**config.mk**
```make
export PLATFORM = sky130hd
export DESIGN_NAME = pic_nested
export DESIGN_NICKNAME = d
export VERILOG_FILES = /design/src/rtl/pic_nested.sv
export SDC_FILE = /design/constraint.sdc
export NUM_CORES = 1
export LEC_CHECK = 0
export BUFFER_PORTS_ARGS = -buffer_cell sky130_fd_sc_hd__clkbuf_2
export CORE_AREA = 2 2 74 76
export DETAILED_ROUTE_END_ITERATION = 12
export DIE_AREA = 0 0 76 78
export PLACE_DENSITY = 0.58
export RECOVER_POWER = 50
export SLEW_MARGIN = 20
export SYNTH_ARGS = -nofsm -noshare
export SYNTH_HDL_FRONTEND = slang
export SYNTH_SLANG_ARGS = --single-unit
```
**constraint.sdc**
```tcl
create_clock -name iClk -period 3.6 [get_ports iClk]
set_clock_uncertainty 0.1 [all_clocks]
set_input_delay 0.9 -clock iClk [delete_from_list [all_inputs] [get_ports iClk]]
set_output_delay 0.9 -clock iClk [all_outputs]
set_load 0.1 [all_outputs]
```
**src/rtl/pic_nested.sv**
```systemverilog
// Nested-priority interrupt controller: pending/in-service/mask registers, EOI handling,
// per-line edge or level triggering and a vector returned one cycle after acknowledge.
module pic_nested #(
  parameter int unsigned NUM_IRQ    = 8,
  parameter logic [7:0]  VEC_BASE   = 8'h08,
  parameter logic [7:0]  LEVEL_MASK = 8'h00
) (
  input  logic               iClk,
  input  logic               iRst,
  input  logic [NUM_IRQ-1:0] iIrq,
  input  logic               iIntAck,
  output logic               oInt,
  output logic               oSel,
  output logic [7:0]         oData,
  input  logic               iIoWr,
  input  logic               iIoRd,
  input  logic               iIoAddr,
  input  logic [7:0]         iIoData,
  output logic [7:0]         oIoData
);

  logic [NUM_IRQ-1:0] irr_q, irr_d;
  logic [NUM_IRQ-1:0] isr_q, isr_d;
  logic [NUM_IRQ-1:0] imr_q, imr_d;
  logic [NUM_IRQ-1:0] irqd_q;
  logic [7:0]         vec_q, vec_d;
  logic               sel_q;

  logic [NUM_IRQ-1:0] elig;
  logic               has_e, has_s;
  logic [2:0]         p_idx, s_idx;
  logic               int_req;

  // Priority encoders: lowest set index wins.
  always_comb begin
    elig  = irr_q & ~imr_q;
    has_e = 1'b0;
    p_idx = 3'd0;
    has_s = 1'b0;
    s_idx = 3'd0;
    for (int i = NUM_IRQ - 1; i >= 0; i--) begin
      if (elig[i]) begin
        has_e = 1'b1;
        p_idx = 3'(i);
      end
      if (isr_q[i]) begin
        has_s = 1'b1;
        s_idx = 3'(i);
      end
    end
    int_req = has_e && (!has_s || (p_idx < s_idx));
  end

  always_comb begin
    irr_d = irr_q;
    isr_d = isr_q;
    imr_d = imr_q;
    vec_d = vec_q;

    for (int k = 0; k < NUM_IRQ; k++) begin
      if (LEVEL_MASK[k]) begin
        irr_d[k] = iIrq[k];
      end else begin
        if (iIntAck && int_req && (p_idx == 3'(k))) irr_d[k] = 1'b0;
        // A fresh edge beats the acknowledge clear.
        if (iIrq[k] && !irqd_q[k]) irr_d[k] = 1'b1;
      end
    end

    if (iIoWr && !iIoAddr) begin
      if (iIoData == 8'h20) begin
        if (has_s) isr_d[s_idx] = 1'b0;
      end else if ((iIoData[7:3] == 5'b01100) && (32'(iIoData[2:0]) < NUM_IRQ)) begin
        isr_d[iIoData[2:0]] = 1'b0;
      end
    end

    if (iIoWr && iIoAddr) imr_d = iIoData[NUM_IRQ-1:0];

    // Acknowledge applied last so its in-service set overrides a same-cycle EOI.
    if (iIntAck) begin
      if (int_req) begin
        isr_d[p_idx] = 1'b1;
        vec_d        = VEC_BASE + 8'(p_idx);
      end else begin
        vec_d        = VEC_BASE + 8'(NUM_IRQ - 1);
      end
    end
  end

  always_ff @(posedge iClk or posedge iRst) begin
    if (iRst) begin
      irr_q  <= '0;
      isr_q  <= '0;
      imr_q  <= '0;
      irqd_q <= '0;
      vec_q  <= 8'h00;
      sel_q  <= 1'b0;
    end else begin
      irr_q  <= irr_d;
      isr_q  <= isr_d;
      imr_q  <= imr_d;
      irqd_q <= iIrq;
      vec_q  <= vec_d;
      sel_q  <= iIntAck;
    end
  end

  always_comb begin
    oIoData = 8'h00;
    if (iIoRd) oIoData = iIoAddr ? 8'(imr_q) : 8'(isr_q);
  end

  assign oInt  = int_req;
  assign oSel  = sel_q;
  assign oData = vec_q;

endmodule
```
==> results.toml, run 1 <==
[clock_tree]
cts_max_path_buffers = 2
cts_tree = "yes"
cts_root_buffer = "clkbuf_8"
path_clk_slew_ns = 0.08
clock-sinks = 37
clkLatencyLatePin_ns = 0.29
ctsHoldBuffers = 0
cts.htree.levels = 2
cts_buffers = 5

[layout]
nNetsFinal = 279
layout_commonest_cell = "dfrtp_1"
final_cell_mix = "dfrtp_1, clkbuf_2, nor2b_1"
final_core_util_pct = 49.5
antennaDiodeCount = 0
drive_gt1_share_pct = 27.0
stdcell_area_um2 = 2500
area_delta_synth_final_pct = 24.2
fin_cells = 326

[timing]
worst_slew_pin_slew_ns = 1.01
hold_viol = 0
fin_crit_sh_pct = 103
slew_headroom_pct = 32.9
period_needed_ns = 3.70
rsz0062_at_grt = "yes"
hold_ws_ns = 0.371
fmax_mhz = 270
slew_violations = 0
setup_viol = 1
setup_tns_ns = -0.102
setup_ws_ns = -0.102

[detailed_routing]
drt_iter0_drc = 84
drc = 0
wl_per_cell_um = 14.9
finalWirelength_um = 4850
vias = 1667
drtPass1Iterations = 4
viasPerCell = 5.11
drtAntennaViolNets = 0

[synthesis]
synth_cells = 204
synth-seq-area-share_pct = 46.0
synth_edf_count = 0
synth_cell_types = 47
yosys_warnings = 0
syn_area_um2 = 2010
synth-async-reset-ratio_pct = 100
synth_xor_area_share_pct = 0
yosys.area_share.adder_pct = 1.24
dominantRegCellSynth = "dfrtp_1"
yosys.area_share.simple_pct = 23.2
muxShareOfSynthArea_pct = 8.46
synth-compound-area-share_pct = 15.7
synth_top_family_by_area = "simple AND/OR/NAND/NOR gates"
avgSynthCellArea_um2 = 9.86
synth-seq-cells = 37

[floorplan]
row_count = 26
core_area_um2 = 5040
pin_count = 40
start_util_pct = 39.9
die_area_um2 = 5930
die_h_um = 78
die_w_um = 76

[worst_hold_path]
hold_path_class = "flip-flop to flip-flop"

[pwr]
ir_drop_mv = 0.538
power_density_nw_per_um2 = 740
p_leak_uw = 0.00112

[setup_path]
endpoint_kind = "output pin"
cp-start-kind = "flip-flop"
crit_arrival_ns = 2.70
critPathKind = "flip-flop to output pin"
required_ns = 2.60
worstPathMaxFanout = 3

[run_status]
violations = "setup timing"
outcome = "finished, violations left"

[placement]
dp.final_hpwl_um = 3780
placed_area_um2 = 2290
placedCellCount = 308
numPortBuffers = 35
gp_congestion = 0.867

[grt]
track_usage_pct = 17.2
overflow = 0
first_global_vias = 1585
antenna_found_initial = 0
grt_pass1_wl_um = 7980
grt_start_max_net_pins = 20

[flow_run]
drv_cap = 0
-- layer usage --
| layer | part of all wire, % | track usage (%) |
|---|---|---|
| met1 | 47 | 23.4 |
| met2 | 45 | 26.4 |
| met3 | 5.6 | 4.77 |
| met4 | 2.2 | 5.82 |
| met5 | 0 | 0 |
-- cells by family after synthesis --
group,Yosys count
and+or+nand+nor,81
AOI/OAI and AO/OA,44
DFF,37
buffers and inverters,23
muxes,16
adders and majority gates,2
other,1
-- what timing repair did --
item,in CTS,in global routing
gates resized for setup,5,0
setup endpoints to repair,1,1
setup buffers,6,4
pin swaps,4,4
-- Yosys cell counts, types with 3 or more instances --
library cell  count  area share [%]
a21oi_1           7             1.7
a22o_1            3             1.3
buf_4             4             1.5
clkbuf_1          3            0.56
dfrtp_1          37              46
inv_1            15             2.8
mux2_2            8             4.5
mux2i_1           8             4.0
nand2_1          12             2.2
nand2b_1          5             1.6
nand3_1           7             1.7
nor2_1           14             2.6
nor2b_1          18             5.6
nor3_1            4             1.0
nor3b_1           3             1.1
nor4_1            3            0.93
o21ai_0          10             2.5
o22ai_1           3            0.93
o31ai_1           6             2.2
-- critical path, stage by stage, from the launching register on --
cell and delay, ns:
dfrtp_1 0.38, nor2b_4 0.13, or2_1 0.24, or3_4 0.33, or2_4 0.25, inv_4 0.07, ha_4 0.19, a21o_1 0.18
o41ai_4 0.24, o31a_4 0.22, buf_12 0.17
-- worst paths after layout --
path	from	to	slack, ns	cells past startpoint
setup / recovery	irr_q[3]$_DFFE_PP0P_	oInt	-0.10	10
hold / removal	oData[3]$_DFFE_PP0P_	oData[3]$_DFFE_PP0P_	0.37	1
setup reg to reg	irr_q[3]$_DFFE_PP0P_	irr_q[0]$_DFFE_PP0P_	0.55	13
hold reg to reg	oData[3]$_DFFE_PP0P_	oData[3]$_DFFE_PP0P_	0.37	1
max in group asynchronous	iRst	irr_q[5]$_DFFE_PP0P_	1.46	3
min in group asynchronous	iRst	irr_q[2]$_DFFE_PP0P_	0.59	2
-- power by group --
part           switching, uW  leakage (uW)  internal (uW)  total (uW)
registers               92.5      0.000405            494         586
clock network            149     0.0000574            225         374
logic                    583      0.000657            304         887
-- flip-flops by register name (all words and copies together), names as in the netlist --
register,flops
imr_q,8
irqd_q,8
irr_q,8
isr_q,8
oData,4
oSel,1
-- metrics by stage --
stage	setup slack (ns)	total power, uW
3_3_place_gp	0.113	1420
5_1_grt	-0.210	1950
4_1_cts	-0.221	1840
6_report	-0.102	1850
3_5_place_dp	0.0910	1410
2_1_floorplan	0.0130	1200
-- final cells by class --
cell class | count | area, um2
Multi-Input combinational cell | 147 | 1020
Clock inverter | 2 | 37.5
Inverter | 15 | 58.8
Sequential cell | 37 | 926
Clock buffer | 6 | 82.6
Tap cell | 70 | 87.6
Timing Repair Buffer | 49 | 283
Fill cell | 479 | 2540
No activity file was read; power rests on OpenSTA's default activity.
==> run 2, diff against run 1 <==
Settings changed: CELL_PAD_IN_SITES_DETAIL_PLACEMENT from default to 0, CELL_PAD_IN_SITES_GLOBAL_PLACEMENT from default to 2, CORE_AREA 2 2 74 76 to 2 2 80 82, DIE_AREA 0 0 76 78 to 0 0 82 84, PLACE_DENSITY 0.58 to default, PLACE_DENSITY_LB_ADDON from default to 0.1.
==> results.toml, run 2 (synthesis results as in run 1) <==
[layout]
nNetsFinal = 271
final_cell_mix = "dfrtp_1, clkbuf_2, nor2b_1"
antennaDiodeCount = 0
drive_gt1_share_pct = 24.2
area_delta_synth_final_pct = 21.2
layout_commonest_cell = "dfrtp_1"
fin_cells = 325

[setup_path]
cp-start-kind = "flip-flop"
slowest_delay_ns = 0.40
cp_top_family = "simple AND/OR/NAND/NOR gates"
worstPathCellList = "nor2b_4 > or2_1 > or3_4 > or2_4 > inv_4 > ha_4 > a21o_1 > o41ai_4 > o31a_4 > buf_12"
endpoint_kind = "output pin"
crit_buf_inv = 2
crit_path_top_delay_cell = "dfrtp_1"
crit_arrival_ns = 2.76
critPathKind = "flip-flop to output pin"
worstPathMaxFanout = 4
required_ns = 2.60

[placement]
gp_congestion = 0.791
dp.final_hpwl_um = 4110
placedCellCount = 315
numPortBuffers = 35

[timing]
slew_headroom_pct = -38.3
fin_crit_sh_pct = 104
setup_viol = 1
rsz0062_at_grt = "yes"
hold_ws_ns = 0.372
period_needed_ns = 3.76
fmax_mhz = 266
slew_violations = 38
setup_tns_ns = -0.158
worst_slew_pin_slew_ns = 2.07
setup_ws_ns = -0.158
hold_viol = 0

[floorplan]
pin_count = 40
core_area_um2 = 6100
row_count = 29
die_area_um2 = 6890
die_w_um = 82
start_util_pct = 33.0
die_h_um = 84

[clock_tree]
clkLatencyLatePin_ns = 0.29
cts.htree.levels = 2
cts_buffers = 5
cts_max_path_buffers = 2
cts_root_buffer = "clkbuf_8"
path_clk_slew_ns = 0.07
cts_tree = "yes"
clock-sinks = 37

[detailed_routing]
viasPerCell = 4.95
drtPass1Iterations = 4
drt_iter0_drc = 99
wl_per_cell_um = 16.4
drc = 0
finalWirelength_um = 5340
drtAntennaViolNets = 0
vias = 1610

[run_status]
outcome = "finished, violations left"
violations = "capacitance limit, slew limit, setup timing"

[flow_run]
drv_cap = 1

[grt]
overflow = 0
first_global_vias = 1682
grt_pass1_wl_um = 8720
grt_start_max_net_pins = 38
track_usage_pct = 17.1
antenna_found_initial = 0

[worst_hold_path]
hold_path_class = "flip-flop to flip-flop"

[pwr]
ir_drop_mv = 0.536
power_density_nw_per_um2 = 747
p_leak_uw = 0.00108
run 2: final cells by class:
class | count | area [um2]
fill | 646 | 3660
multi-input combinational | 147 | 1010
clock buffer | 7 | 86.3
timing repair buffer | 41 | 224
clock inverter | 1 | 30.0
tap | 77 | 96.3
inverter | 15 | 58.8
sequential | 37 | 926
run 2: worst reg2reg max path, stage by stage (launching register included):
cell and delay (ns):
dfrtp_1 0.40, nor2b_4 0.14, or2_1 0.24, or3_4 0.33, or2_4 0.27, inv_4 0.08
ha_4 0.20, a21o_1 0.17, o41ai_4 0.25, buf_4 0.21, and2_1 0.26, o221ai_1 0.15
run 2: timing repair:
| action | 4_1_cts | 5_1_grt |
|---|---|---|
| resized for setup | 4 | 0 |
| setup buffers | 1 | 1 |
| gates cloned | 0 | 0 |
| hold endpoints to repair | 0 | 0 |
| hold buffers | 0 | 0 |
| endpoints found under the setup margin | 1 | 1 |
run 2: stage by stage:
stage                     worst slack, ns  utilization (%)  cell area (um2)  power (uW)
after global routing               -0.320             40.0             2440        1930
after global placement              0.116             37.7             2300        1440
final                              -0.158             40.0             2440        1820
after floorplan                    0.0130                -             2030        1200
after CTS                          -0.179             40.0             2440        1830
after detailed placement           0.0819             37.7             2300        1430
run 2: worst paths after layout:
check                                     start                    to  slack (ns)  depth (start not counted)
max in group asynchronous                  iRst   irqd_q[3]$_DFF_PP0_        0.98                          3
min in group asynchronous                  iRst        oSel$_DFF_PP0_        1.24                          3
min reg2reg                 irqd_q[1]$_DFF_PP0_  irr_q[1]$_DFFE_PP0P_        0.37                          1
max reg2reg                irr_q[3]$_DFFE_PP0P_  irr_q[1]$_DFFE_PP0P_        0.66                         11
min                         irqd_q[1]$_DFF_PP0_  irr_q[1]$_DFFE_PP0P_        0.37                          1
max                        irr_q[3]$_DFFE_PP0P_                  oInt       -0.16                         10
run 2: metal layers:
layer	global-route usage, %	vias to the layer above	part of all wire (%)
met2	28.4	41	48
met1	21.7	765	46
met3	4.11	6	4.8
li1	-	798	-
met5	0	-	0
met4	5.00	0	1.3
run 2: where the power goes:
| part | internal, uW | switching [uW] |
|---|---|---|
| combinational | 276 | 583 |
| sequential | 494 | 93.7 |
| clock | 226 | 148 |
| total | 996 | 824 |
